$ cat config.mk
export PLATFORM = sky130hd
export DESIGN_NAME = clause_operand_builder_flat
export DESIGN_NICKNAME = d
export VERILOG_FILES = /design/src/rtl/clause_operand_builder_pkg.sv /design/src/rtl/clause_operand_builder_if.sv /design/src/rtl/clause_operand_builder_assignment_table.sv /design/src/rtl/clause_operand_builder.sv /design/src/flat_wrapper.sv
export SDC_FILE = /design/constraint.sdc
export NUM_CORES = 1
export LEC_CHECK = 0
export CAP_MARGIN = 10
export CORE_ASPECT_RATIO = 1.2
export CORE_MARGIN = 2
export CORE_UTILIZATION = 40
export CTS_CLUSTER_DIAMETER = 100
export DETAILED_ROUTE_END_ITERATION = 10
export DONT_BUFFER_PORTS = 1
export HOLD_SLACK_MARGIN = 0.1
export PLACE_DENSITY = 0.51
export REMOVE_ABC_BUFFERS = 1
export SYNTH_ARGS = -nofsm -noshare
export SYNTH_HDL_FRONTEND = slang
export SYNTH_HIERARCHICAL = 1
export SYNTH_SLANG_ARGS = --single-unit
$ cat constraint.sdc
create_clock -name clock -period 14.3 [get_ports clock]
set_input_delay 2.86 -clock clock [delete_from_list [all_inputs] [get_ports clock]]
set_output_delay 2.86 -clock clock [all_outputs]
set_load 0.03 [all_outputs]
$ cat src/rtl/clause_operand_builder_pkg.sv
// Shared sizing defaults, index types and FSM states for the clause operand builder.
package clause_operand_builder_pkg;

    localparam int DEF_VAR_PER_CLAUSE = 5;
    localparam int DEF_NUM_VARIABLE   = 128;
    localparam int DEF_NUM_CLAUSE     = 256;
    localparam int DEF_VARIABLE_INDEX = $clog2(DEF_NUM_VARIABLE) - 1;
    localparam int DEF_CLAUSE_INDEX   = $clog2(DEF_NUM_CLAUSE) - 1;

    typedef logic [DEF_VARIABLE_INDEX:0] var_id_t;
    typedef logic [DEF_CLAUSE_INDEX:0]   clause_id_t;
    typedef logic [DEF_VAR_PER_CLAUSE-1:0] lit_slots_t;

    typedef enum logic [2:0] {
        ST_IDLE,
        ST_FETCH,
        ST_WAIT,
        ST_BUILD,
        ST_PRESENT
    } state_t;

endpackage

$ cat src/rtl/clause_operand_builder_if.sv
// Operand channel from the clause operand builder to the unit-clause evaluator.
interface clause_operand_builder_if
    import clause_operand_builder_pkg::*;
#(
    parameter int VAR_PER_CLAUSE = DEF_VAR_PER_CLAUSE,
    parameter int NUM_VARIABLE   = DEF_NUM_VARIABLE,
    parameter int NUM_CLAUSE     = DEF_NUM_CLAUSE
);
    localparam int VI = $clog2(NUM_VARIABLE);
    localparam int CI = $clog2(NUM_CLAUSE);

    logic                                out_valid;
    logic                                out_ready;
    logic [VAR_PER_CLAUSE-1:0]           unassign;
    logic [VAR_PER_CLAUSE-1:0]           clause_mask;
    logic [VAR_PER_CLAUSE-1:0]           clause_pole;
    logic [VAR_PER_CLAUSE-1:0][VI-1:0]   variable;
    logic [CI-1:0]                       out_clause_id;
    logic                                out_last;

    modport master (
        output out_valid, unassign, clause_mask, clause_pole, variable, out_clause_id, out_last,
        input  out_ready
    );

    modport slave (
        input  out_valid, unassign, clause_mask, clause_pole, variable, out_clause_id, out_last,
        output out_ready
    );

endinterface

$ cat src/rtl/clause_operand_builder_assignment_table.sv
// Variable assignment table: one write port, one combinational read port per literal slot.
module assignment_table
    import clause_operand_builder_pkg::*;
#(
    parameter int VAR_PER_CLAUSE = DEF_VAR_PER_CLAUSE,
    parameter int NUM_VARIABLE   = DEF_NUM_VARIABLE,
    localparam int VI            = $clog2(NUM_VARIABLE)
) (
    input  logic                              clock,
    input  logic                              reset,
    input  logic                              wr_en,
    input  logic [VI-1:0]                     wr_var,
    input  logic                              wr_assigned,
    input  logic                              wr_value,
    input  logic [VAR_PER_CLAUSE-1:0][VI-1:0] rd_var,
    output logic [VAR_PER_CLAUSE-1:0]         rd_assigned,
    output logic [VAR_PER_CLAUSE-1:0]         rd_value
);

    logic [NUM_VARIABLE-1:0] assigned_reg;
    logic [NUM_VARIABLE-1:0] value_reg;

    // Unassigning a variable also zeroes its value so a backtracked entry matches reset.
    always_ff @(posedge clock) begin
        if (reset) begin
            assigned_reg <= '0;
            value_reg    <= '0;
        end else if (wr_en) begin
            assigned_reg[wr_var] <= wr_assigned;
            value_reg[wr_var]    <= wr_assigned & wr_value;
        end
    end

    generate
        for (genvar gi = 0; gi < VAR_PER_CLAUSE; gi++) begin : g_rd
            assign rd_assigned[gi] = assigned_reg[rd_var[gi]];
            assign rd_value[gi]    = value_reg[rd_var[gi]];
        end
    endgenerate

endmodule

$ cat src/rtl/clause_operand_builder.sv
// Walks a clause range, merges each clause with the assignment table and presents
// evaluator operands over valid/ready, optionally dropping satisfied clauses.
module clause_operand_builder
    import clause_operand_builder_pkg::*;
#(
    parameter int VAR_PER_CLAUSE  = DEF_VAR_PER_CLAUSE,
    parameter int NUM_VARIABLE    = DEF_NUM_VARIABLE,
    parameter int NUM_CLAUSE      = DEF_NUM_CLAUSE,
    parameter bit SKIP_SAT        = 1'b1,
    localparam int VARIABLE_INDEX = $clog2(NUM_VARIABLE) - 1,
    localparam int CLAUSE_INDEX   = $clog2(NUM_CLAUSE) - 1
) (
    input  logic                                          clock,
    input  logic                                          reset,
    input  logic                                          start,
    input  logic [CLAUSE_INDEX:0]                         clause_base,
    input  logic [CLAUSE_INDEX+1:0]                       clause_count,
    output logic                                          busy,
    output logic                                          done,
    output logic                                          cmem_rd_en,
    output logic [CLAUSE_INDEX:0]                         cmem_rd_addr,
    input  logic [VAR_PER_CLAUSE-1:0][VARIABLE_INDEX:0]   cmem_rd_var,
    input  logic [VAR_PER_CLAUSE-1:0]                     cmem_rd_mask,
    input  logic [VAR_PER_CLAUSE-1:0]                     cmem_rd_pole,
    input  logic                                          asgn_wr_en,
    input  logic [VARIABLE_INDEX:0]                       asgn_wr_var,
    input  logic                                          asgn_wr_assigned,
    input  logic                                          asgn_wr_value,
    clause_operand_builder_if.master                      ev
);

    localparam logic [CLAUSE_INDEX:0] LAST_ADDR = (CLAUSE_INDEX+1)'(NUM_CLAUSE - 1);

    state_t                                       state_reg;
    logic [CLAUSE_INDEX+1:0]                      count_reg;
    logic [CLAUSE_INDEX+1:0]                      k_reg;
    logic [VAR_PER_CLAUSE-1:0][VARIABLE_INDEX:0]  var_reg;
    logic [VAR_PER_CLAUSE-1:0]                    mask_reg;
    logic [VAR_PER_CLAUSE-1:0]                    pole_reg;
    logic                                         done_reg;

    logic [VAR_PER_CLAUSE-1:0] slot_assigned;
    logic [VAR_PER_CLAUSE-1:0] slot_value;
    logic [VAR_PER_CLAUSE-1:0] unassign_next;
    logic [VAR_PER_CLAUSE-1:0] slot_sat;
    logic                      sat;
    logic                      skip;
    logic                      is_last;
    logic [CLAUSE_INDEX:0]     next_addr;

    assignment_table #(
        .VAR_PER_CLAUSE (VAR_PER_CLAUSE),
        .NUM_VARIABLE   (NUM_VARIABLE)
    ) u_table (
        .clock       (clock),
        .reset       (reset),
        .wr_en       (asgn_wr_en),
        .wr_var      (asgn_wr_var),
        .wr_assigned (asgn_wr_assigned),
        .wr_value    (asgn_wr_value),
        .rd_var      (var_reg),
        .rd_assigned (slot_assigned),
        .rd_value    (slot_value)
    );

    generate
        for (genvar gi = 0; gi < VAR_PER_CLAUSE; gi++) begin : g_slot
            assign unassign_next[gi] = mask_reg[gi] & ~slot_assigned[gi];
            assign slot_sat[gi]      = mask_reg[gi] & slot_assigned[gi] & (slot_value[gi] == pole_reg[gi]);
        end
    endgenerate

    assign sat       = |slot_sat;
    assign skip      = SKIP_SAT && sat;
    assign is_last   = (k_reg == count_reg - 1'b1);
    assign next_addr = (cmem_rd_addr == LAST_ADDR) ? '0 : cmem_rd_addr + 1'b1;

    // done must coincide with the final transfer (or final skip), so those terms
    // are decoded from the current cycle; an empty walk uses the registered pulse.
    assign done = done_reg
                | ((state_reg == ST_PRESENT) && ev.out_ready && ev.out_last)
                | ((state_reg == ST_BUILD) && skip && is_last);

    always_ff @(posedge clock) begin
        if (reset) begin
            state_reg        <= ST_IDLE;
            count_reg        <= '0;
            k_reg            <= '0;
            var_reg          <= '0;
            mask_reg         <= '0;
            pole_reg         <= '0;
            done_reg         <= 1'b0;
            busy             <= 1'b0;
            cmem_rd_en       <= 1'b0;
            cmem_rd_addr     <= '0;
            ev.out_valid     <= 1'b0;
            ev.unassign      <= '0;
            ev.clause_mask   <= '0;
            ev.clause_pole   <= '0;
            ev.variable      <= '0;
            ev.out_clause_id <= '0;
            ev.out_last      <= 1'b0;
        end else begin
            done_reg <= 1'b0;
            case (state_reg)
                ST_IDLE: begin
                    if (start) begin
                        if (clause_count != '0) begin
                            state_reg    <= ST_FETCH;
                            busy         <= 1'b1;
                            count_reg    <= clause_count;
                            k_reg        <= '0;
                            cmem_rd_en   <= 1'b1;
                            cmem_rd_addr <= clause_base;
                        end else begin
                            done_reg <= 1'b1;
                        end
                    end
                end
                ST_FETCH: begin
                    cmem_rd_en <= 1'b0;
                    state_reg  <= ST_WAIT;
                end
                ST_WAIT: begin
                    // Capture the memory word so BUILD does not depend on read-data hold time.
                    var_reg   <= cmem_rd_var;
                    mask_reg  <= cmem_rd_mask;
                    pole_reg  <= cmem_rd_pole;
                    state_reg <= ST_BUILD;
                end
                ST_BUILD: begin
                    if (skip) begin
                        if (is_last) begin
                            state_reg <= ST_IDLE;
                            busy      <= 1'b0;
                        end else begin
                            k_reg        <= k_reg + 1'b1;
                            cmem_rd_addr <= next_addr;
                            cmem_rd_en   <= 1'b1;
                            state_reg    <= ST_FETCH;
                        end
                    end else begin
                        ev.unassign      <= unassign_next;
                        ev.clause_mask   <= mask_reg;
                        ev.clause_pole   <= pole_reg;
                        ev.variable      <= var_reg;
                        ev.out_clause_id <= cmem_rd_addr;
                        ev.out_last      <= is_last;
                        ev.out_valid     <= 1'b1;
                        state_reg        <= ST_PRESENT;
                    end
                end
                ST_PRESENT: begin
                    if (ev.out_ready) begin
                        ev.out_valid <= 1'b0;
                        ev.out_last  <= 1'b0;
                        if (is_last) begin
                            state_reg <= ST_IDLE;
                            busy      <= 1'b0;
                        end else begin
                            k_reg        <= k_reg + 1'b1;
                            cmem_rd_addr <= next_addr;
                            cmem_rd_en   <= 1'b1;
                            state_reg    <= ST_FETCH;
                        end
                    end
                end
                default: begin
                    state_reg <= ST_IDLE;
                    busy      <= 1'b0;
                end
            endcase
        end
    end

endmodule

$ cat src/flat_wrapper.sv
// flat-port wrapper written by rule: the top's interface ports become plain ports
module clause_operand_builder_flat import clause_operand_builder_pkg::*;
#(
    parameter int VAR_PER_CLAUSE  = DEF_VAR_PER_CLAUSE,
    parameter int NUM_VARIABLE    = DEF_NUM_VARIABLE,
    parameter int NUM_CLAUSE      = DEF_NUM_CLAUSE,
    parameter bit SKIP_SAT        = 1'b1,
    localparam int VARIABLE_INDEX = $clog2(NUM_VARIABLE) - 1,
    localparam int CLAUSE_INDEX   = $clog2(NUM_CLAUSE) - 1
)
  (clock, reset, start, clause_base, clause_count, busy, done, cmem_rd_en, cmem_rd_addr, cmem_rd_var, cmem_rd_mask, cmem_rd_pole, asgn_wr_en, asgn_wr_var, asgn_wr_assigned, asgn_wr_value, ev_out_valid, ev_unassign, ev_clause_mask, ev_clause_pole, ev_variable, ev_out_clause_id, ev_out_last, ev_out_ready);
  clause_operand_builder_if #(.VAR_PER_CLAUSE(VAR_PER_CLAUSE), .NUM_VARIABLE(NUM_VARIABLE), .NUM_CLAUSE(NUM_CLAUSE)) ev_i ();
  input  logic clock;
  input  logic reset;
  input  logic start;
  input  logic [CLAUSE_INDEX:0] clause_base;
  input  logic [CLAUSE_INDEX+1:0] clause_count;
  output logic busy;
  output logic done;
  output logic cmem_rd_en;
  output logic [CLAUSE_INDEX:0] cmem_rd_addr;
  input  logic [VAR_PER_CLAUSE-1:0][VARIABLE_INDEX:0] cmem_rd_var;
  input  logic [VAR_PER_CLAUSE-1:0] cmem_rd_mask;
  input  logic [VAR_PER_CLAUSE-1:0] cmem_rd_pole;
  input  logic asgn_wr_en;
  input  logic [VARIABLE_INDEX:0] asgn_wr_var;
  input  logic asgn_wr_assigned;
  input  logic asgn_wr_value;
  output wire logic [$bits(ev_i.out_valid)-1:0] ev_out_valid;
  output wire logic [$bits(ev_i.unassign)-1:0] ev_unassign;
  output wire logic [$bits(ev_i.clause_mask)-1:0] ev_clause_mask;
  output wire logic [$bits(ev_i.clause_pole)-1:0] ev_clause_pole;
  output wire logic [$bits(ev_i.variable)-1:0] ev_variable;
  output wire logic [$bits(ev_i.out_clause_id)-1:0] ev_out_clause_id;
  output wire logic [$bits(ev_i.out_last)-1:0] ev_out_last;
  input wire logic [$bits(ev_i.out_ready)-1:0] ev_out_ready;
  assign ev_out_valid = ev_i.out_valid;
  assign ev_unassign = ev_i.unassign;
  assign ev_clause_mask = ev_i.clause_mask;
  assign ev_clause_pole = ev_i.clause_pole;
  assign ev_variable = ev_i.variable;
  assign ev_out_clause_id = ev_i.out_clause_id;
  assign ev_out_last = ev_i.out_last;
  assign ev_i.out_ready = ev_out_ready;
  clause_operand_builder #(.VAR_PER_CLAUSE(VAR_PER_CLAUSE), .NUM_VARIABLE(NUM_VARIABLE), .NUM_CLAUSE(NUM_CLAUSE), .SKIP_SAT(SKIP_SAT)) u_core (.clock(clock), .reset(reset), .start(start), .clause_base(clause_base), .clause_count(clause_count), .busy(busy), .done(done), .cmem_rd_en(cmem_rd_en), .cmem_rd_addr(cmem_rd_addr), .cmem_rd_var(cmem_rd_var), .cmem_rd_mask(cmem_rd_mask), .cmem_rd_pole(cmem_rd_pole), .asgn_wr_en(asgn_wr_en), .asgn_wr_var(asgn_wr_var), .asgn_wr_assigned(asgn_wr_assigned), .asgn_wr_value(asgn_wr_value), .ev(ev_i));
endmodule
======== After elaboration in Yosys (flattened, before gate mapping) ========
Index checks and enable logic that the tools add are counted.
storage, ports and cells
  register bits ........................... 393
  input bits .............................. 76
  word-level logic and storage cells ...... 159
operators by class
  add/sub/neg operators ................... 3
  multiplexer cells ....................... 59
  bitwise operators ....................... 27
  order comparisons ....................... 7
  equality and inequality tests ........... 16
  reductions and logical operators ........ 20
operators with widths
  operator                                                                      count
  128-bit bitwise mux                                                           2
  1-bit binary-select mux with 7-bit select                                     10
  7-bit by 8-bit less-than comparator with 1-bit output, second input constant  6
  8-bit two-way mux                                                             6
  9-bit two-way mux                                                             5
  9-bit case mux with 3 select lines                                            1
  1-bit two-way mux                                                             24
  8-bit case mux with 3 select lines                                            1
  1-bit AND                                                                     16
  3-bit case mux with 5 select lines                                            1
  5-bit AND reduction                                                           3
  3-bit two-way mux                                                             4
  9-bit by 1-bit adder with 9-bit output, second input constant                 1
  9-bit equality test                                                           1
  1-bit inverter                                                                9
  3-bit AND reduction                                                           3
  9-bit nonzero test                                                            1
  9-bit by 1-bit subtractor with 9-bit output, second input constant            1
  8-bit by 1-bit adder with 8-bit output, second input constant                 1
  8-bit equality test, second input constant                                    1
  1-bit case mux with 4 select lines                                            2
  1-bit demux with 7-bit select                                                 1
  7-bit by 1-bit >= comparator with 1-bit output, second input constant         1
  3-bit by 2-bit equality test with 1-bit output, second input constant         2
  16 further kinds                                                              29

======== Depth between registers and ports, before layout ========
Gate-level depths: netlist (run 1).
  depth after elaboration ................. 8
  gate-level depth with buffers ........... 19

======== Cells and area by module ========
Netlist (run 1), hierarchy kept.
by module, submodules not included
  module                  cells an instance  area each (um2)  instances
  assignment_table        1986               20541.0          1
  clause_operand_builder  694                5536.6           1

======== Least setup slack after synthesis (run 1) ========
No wires, ideal clock.
  path type ............................... register to output
  from .................................... register u_core/var_reg[9] in the netlist's numbering
  to ...................................... output port done
  required time ........................... 11440 ps
  arrival ................................. 3793 ps
  stages on the path, launching flop included .. 14
  setup slack ............................. 7647 ps
  cell sequence ........................... dfxtp_1 -> clkbuf_1 -> buf_2 -> clkbuf_1 -> mux4_2 -> mux2_2 -> o22ai_1 -> nor3_1 -> or4_1 -> xor2_1 -> o22ai_1 -> and4b_1 -> nand2b_1 -> o31ai_1
on the way
  longest elaborated chain between the ends .. 8
  elaborated cells on any way between the ends .. 11
RTL lines
  item                                       RTL line                                       text
  from (decl)                                clause_operand_builder.sv:37                   logic [VAR_PER_CLAUSE-1:0][VARIABLE_INDEX:0] var_reg;
  from (signal assigned)                     clause_operand_builder.sv:126                  var_reg <= cmem_rd_var;
  1-bit binary-select mux with 7-bit select  clause_operand_builder_assignment_table.sv:37  assign rd_value[gi] = value_reg[rd_var[gi]];
  1-bit two-way mux (not written as such)    clause_operand_builder_assignment_table.sv:37
  net u_core.slot_value[1]                   clause_operand_builder.sv:43                   logic [VAR_PER_CLAUSE-1:0] slot_value;
  1-bit equality test                        clause_operand_builder.sv:69                   assign slot_sat[gi] = mask_reg[gi] & slot_assigned[gi] & (slot_value[gi] == pole_reg[gi]);
  1-bit AND                                  clause_operand_builder.sv:69
  5-bit OR reduction                         clause_operand_builder.sv:73                   assign sat = |slot_sat;
  1-bit logical AND (2 in a row)             clause_operand_builder.sv:82                   | ((state_reg == ST_BUILD) && skip && is_last);
  1-bit OR                                   clause_operand_builder.sv:82
  to (decl)                                  flat_wrapper.sv:19                             output logic done;
The timed path passes the listed nets, and every way through them passes these cells. The select of a mux whose other input is x is not followed.

======== Worst setup path in the final report (run 1) ========
  from .................................... register u_core/var_reg[0] in the netlist's numbering
  to ...................................... output port done
Same word-level chain as after synthesis.

==> results_dict.tcl, run 1 <==
set metrics [dict create \
    status "finished, final reports clean" \
    syn_to_final_growth_pct 7.01 \
    drt-initial-drc-count 1915 \
    clk_pin_slew_ns 0.06 \
    worstReg2RegStart "u_core/var_reg[0]$_SDFFE_PP0P_" \
    synth_common_cells "405 x nand2_1, 393 x dfxtp_1, 335 x mux2i_1" \
    async_flop_share 0 \
    yosysWarnings 6 \
    drc 0 \
    cp_slowest_cell "o31ai_1" \
    critPathMaxStageDelay_ns 0.83 \
    dp_slack_ns 6.35 \
    holdPathStages 2 \
    cts-buffers-inserted 44 \
    ir_worst_vdd_uv 100 \
    routed_via_density 6.50 \
    rsz0062_at_grt "false" \
    grt.total_usage 0.285 \
    initial_core_util 0.404 \
    h-tree-depth 2 \
    slew_violations 0 \
    clk_path_buf_depth 3 \
    fin_nets 2591 \
    die_w_um 237 \
    dr.pass1.iters 6 \
    gp_congestion 1.01 \
    skew_ns 0.0365 \
    final_util 0.432 \
    cts_tree "yes" \
    coreArea_sq_mm 0.0646 \
    tightest_slew_ns 1.16 \
    postSynthCellCount 2680 \
    grt_max_degree 388 \
    synth_area_leaders "dfxtp_1 30%, mux4_2 20%, mux2i_1 13%, nand2_1 5.8%, a21oi_1 4.9%" \
    synth_top_area_share 0.302 \
    ys_types 61 \
    clock.fmax_mhz 116 \
    hp-start "u_core/var_reg[25]$_SDFFE_PP0P_" \
    antenna_found_initial 1 \
    cts_hold_buffers 0 \
    cp-end-kind "output port" \
    routedWlPerCell_um 29.1 \
    clk_latency_ns 0.61 \
    row_count 102 \
    synth_edf_count 0 \
    gr-total-overflow 0 \
    critPathKind "flop to output port" \
    setup_viol 0 \
    drive_gt1_frac 0.168 \
    portBuffers 0 \
    drt_wl_total_mm 98.3 \
    die_height_um 284 \
    syn_avg_cell_area_sq_um 9.73 \
    grt_pass1_vias 21500 \
    antennaDiodeCount 0 \
    yosysSeqAreaShare 0.302 \
    dp_hpwl_mm 68.2 \
    synth_top_area_cell "dfxtp_1" \
    r2r_cells 14 \
    yosysMostFrequentCell "nand2_1" \
    synth_area_sq_mm 0.0261 \
    cts_resized 0 \
    pin_count 147 \
    dieArea_sq_mm 0.0673 \
    power_leakage_nw 9.55 \
    crit_required_ns 11.44 \
    cp.arrival_ns 5.73 \
    worstHoldPathType "flop to flop" \
    period_minus_slack_ns 8.59 \
    clkSinkCount 393 \
    crit_fanout 40 \
    synth_flop_cell "dfxtp_1" \
    fillers 6258 \
    startpoint "u_core/var_reg[0]$_SDFFE_PP0P_" \
    finalHoldViolCount 0 \
    setup_slack_ns 5.71 \
    powerDensity_mw_per_mm2 111 \
    cp_cell_sequence "buf_4, mux4_1, mux4_2, o22ai_1, nor3_1, or4_1, xnor2_1, nand3_1, and4b_1, nand2b_1, o31ai_1" \
    setup_tns_ns 0 \
    finalCritPeriodShare 0.601 \
    ant_nets 0 \
    worstSetupStartpointType "flop" \
    clockRootBuffer "clkbuf_16" \
    finalHoldWorstSlack_ns 0.474 \
    max_cap_violations 0 \
    post_cts_buffers 0 \
    grt_pass1_wl_mm 144 \
    num_vias 22000 \
    max-slew-margin-rel 0.220 \
    synth-seq-cells 393 \
]
==> critical path, delay by kind of cell, from the launching register on <==
family	cells	cell delay, ns
simple gates	5	1.22
mux	2	1.13
compound gates	2	1.06
flops	1	0.75
buf+inv	1	0.72
xor+xnor	1	0.16
==> where the power goes <==
part	total, mW	internal, mW	switching (mW)
combinational	0.594	0.230	0.364
clock	1.24	0.747	0.497
sequential	1.25	1.13	0.117
==> kinds of logic (layout without fill, tap and decap cells) <==
logic type	count (synthesis)	in the layout	share of synthesized area
buffers and inverters	261	129	0.0457
and+or+nand+nor	875	875	0.147
DFF	393	393	0.302
muxes	656	656	0.395
AOI/OAI and AO/OA	474	474	0.103
adders and majority gates	3	3	0.00144
xor gates and xnor gates	18	18	0.00605
==> cells in the final DEF, fill, tap and decap left out, types with 21 or more instances in the layout <==
cell type and n:
nor2_1 238, buf_4 44, mux2_2 41, nor3_1 46, a22oi_1 82, nand3_1 44
a21oi_1 255, clkbuf_16 44, o22ai_1 42, nor4_1 21, mux4_1 45, mux2i_1 335
mux4_2 235, dfxtp_1 378, o21ai_0 71, nand2_1 404
==> layout make-up <==
class	count	area, sq um	share of cell area
inverter	3	11.3	0.000404
timing repair buffer	44	330	0.0118
sequential	393	7900	0.283
clock inverter	19	343	0.0123
tap	832	1040	0.0373
clock buffer	63	1250	0.0449
multi-input combinational	2026	17000	0.610
==> path summary, 6_finish.rpt <==
kind	end	slack (ns)
setup / recovery	done	5.71
hold / removal	u_core/ev.variable[25]$_SDFFE_PP0P_	0.47
setup reg to reg	u_core/cmem_rd_addr[7]$_SDFFE_PP0P_	8.19
hold reg to reg	u_core/ev.variable[25]$_SDFFE_PP0P_	0.47
==> stage by stage <==
stage	area, sq um	instances	power [mW]
floorplan	24900	2422	1.65
global placement	26300	3298	1.86
detailed placement	26300	3298	1.87
CTS	27900	3380	3.11
global route	27900	3380	3.20
finish	27900	3380	3.09
==> per-layer routing <==
| metal | part of all wire | vias up | global-route usage |
|---|---|---|---|
| li1 | - | 9667 | - |
| met1 | 0.37 | 11000 | 0.328 |
| met2 | 0.50 | 1010 | 0.498 |
| met3 | 0.070 | 282 | 0.0560 |
| met4 | 0.062 | 2 | 0.156 |
| met5 | 0.000092 | - | 0 |
No activity file was read; power rests on OpenSTA's default activity.
==> run 2: changes to the inputs <==
==> constraint.sdc (replaced) <==
create_clock -name clock -period 8.05 [get_ports clock]
set_input_delay 1.61 -clock clock [delete_from_list [all_inputs] [get_ports clock]]
set_output_delay 1.61 -clock clock [all_outputs]
set_load 0.03 [all_outputs]
==> run 2 against run 1 <==
Setup slack got worse by 4.7 ns. Critical path depth unchanged. Critical endpoint unchanged. Final cell count about the same. Flip-flop and latch count unchanged. Register-to-register slack got worse by 6.0 ns. Die area unchanged. Largest cell class unchanged. Power increased by 74%. Global-route usage decreased by 0.34 points.
==> results_dict.tcl, run 2 (synthesis gave the netlist of run 1 again) <==
set metrics [dict create \
    hp-start "u_core/mask_reg[4]$_SDFFE_PP0P_" \
    antennaDiodeCount 0 \
    crit_fanout 41 \
    fin_area_sq_mm 0.0279 \
    powerDensity_mw_per_mm2 193 \
    dp_hpwl_mm 67.0 \
    power_leakage_nw 9.53 \
    drt-initial-drc-count 2046 \
    drive_gt1_frac 0.167 \
    die_height_um 284 \
    r2r_slack_ns 2.21 \
    num_vias 22000 \
    internal_power_mw 3.65 \
    die_w_um 237 \
    portBuffers 0 \
    slew_violations 0 \
    dieArea_sq_mm 0.0673 \
    finalCritPeriodShare 0.874 \
    p_seq_frac 0.430 \
    worstSetupStartpointType "flop" \
    max_cap_violations 0 \
    fin_nets 2592 \
    comb_power_share 0.177 \
    clk_pin_slew_ns 0.06 \
    grt.total_usage 0.282 \
    clk_latency_ns 0.61 \
    period_minus_slack_ns 7.03 \
    worstReg2RegStart "u_core/var_reg[9]$_SDFFE_PP0P_" \
    setup_viol 0 \
    routed_via_density 6.50 \
    grt_max_degree 388 \
    cts_hold_buffers 0 \
    gr-total-overflow 0 \
    dr.pass1.iters 8 \
    cp-end-kind "output port" \
    status "finished, final reports clean" \
    rsz0062_at_grt "false" \
    syn_to_final_growth_pct 6.89 \
    drc 0 \
    skew_ns 0.0331 \
    layout_commonest_cell "nand2_1" \
    clkSinkCount 393 \
    grt_pass1_vias 21000 \
    clk_path_buf_depth 3 \
    max-slew-margin-rel 0.193 \
    final_cell_mix "404 x nand2_1, 378 x dfxtp_1, 335 x mux2i_1, 255 x a21oi_1, 238 x nor2_1" \
    ant_nets 0 \
    startpoint "u_core/var_reg[9]$_SDFFE_PP0P_" \
    finalHoldViolCount 0 \
    dpl-instance-area_sq_mm 0.0263 \
    ir_worst_vdd_uv 146 \
    post_cts_buffers 0 \
    cts_resized 0 \
    clockRootBuffer "clkbuf_16" \
    drt_wl_total_mm 96.9 \
    cts_tree "yes" \
    clkPwrFrac 0.392 \
    clock.fmax_mhz 142 \
    crit_required_ns 6.44 \
    cp.arrival_ns 5.42 \
    row_count 102 \
    setup_tns_ns 0 \
    switchingPower_mw 1.73 \
    pin_count 147 \
    swShare 0.321 \
    cts-buffers-inserted 44 \
    tightest_slew_ns 1.21 \
    initial_core_util 0.404 \
    coreArea_sq_mm 0.0646 \
    gp_congestion 0.975 \
    routedWlPerCell_um 28.7 \
    grt_pass1_wl_mm 143 \
    antenna_found_initial 2 \
    h-tree-depth 2 \
    critPathKind "flop to output port" \
    worstHoldPathType "flop to flop" \
]
==> run 2: cell count changes in the layout (fill, tap and decap cells not counted), sizes merged <==
cell,before,now
buf,44,45
clkbuf,63,64
clkinvlp,1,2
clkinv,8,7
bufinv,7,4
==> run 2: critical path, stage by stage, from the launching register on <==
cell,delay (ns)
dfxtp_2,1.07
buf_4,0.39
mux4_2,0.33
mux4_2,0.47
o22ai_1,0.22
nor4_1,0.07
or4_1,0.61
xor2_1,0.17
o22ai_1,0.14
and4b_1,0.25
nand2b_1,0.18
o31ai_1,0.84
==> run 2: power groups by stage <==
stage	Sequential, mW	Combinational (mW)	Clock (mW)
finish	2.32	0.955	2.11
global route	2.33	1.01	2.24
CTS	2.31	0.947	2.16
detailed placement	2.36	0.945	0
global placement	2.35	0.931	0
floorplan	2.31	0.621	0
==> run 2: per-layer routing <==
metal  global-route usage  part of all wire  vias to the layer above
met3               0.0501             0.077                      213
met2                0.471              0.48                      960
met5                    0           0.00013                        -
li1                     -                 -                     9680
met1                0.355              0.39                    11100
met4                0.131             0.049                        2
==> run 2: final cells by class <==
cell class / instances / area [sq um]
multi-input cells: 2026 / 17000
clock buffers: 64 / 1260
flip-flops and latches: 393 / 7900
clock inverters: 16 / 255
repair buffers: 45 / 383
well taps: 832 / 1040
fillers: 6258 / 36700
inverters: 3 / 11.3
==> run 2: metrics by stage <==
stage	power (mW)	cells	hold WS, ns	setup WS [ns]	util
3_5_place_dp	3.30	3298	0.489	1.71	0.408
3_3_place_gp	3.28	3297	0.482	1.70	0.408
4_1_cts	5.42	3378	0.488	1.05	0.431
5_1_grt	5.59	3379	0.521	0.903	0.432
6_report	5.38	3379	0.498	1.02	0.432
2_1_floorplan	2.93	2422	0.451	0.556	-
==> run 2: worst paths after layout <==
check                                                        endpoint  cells past startpoint
worst max-delay path                                             done                     11
worst min-delay path            u_core/ev.clause_mask[4]$_SDFFE_PP0P_                      2
worst min register to register  u_core/ev.clause_mask[4]$_SDFFE_PP0P_                      2
worst max register to register           u_core/k_reg[5]$_SDFFE_PP0P_                     14
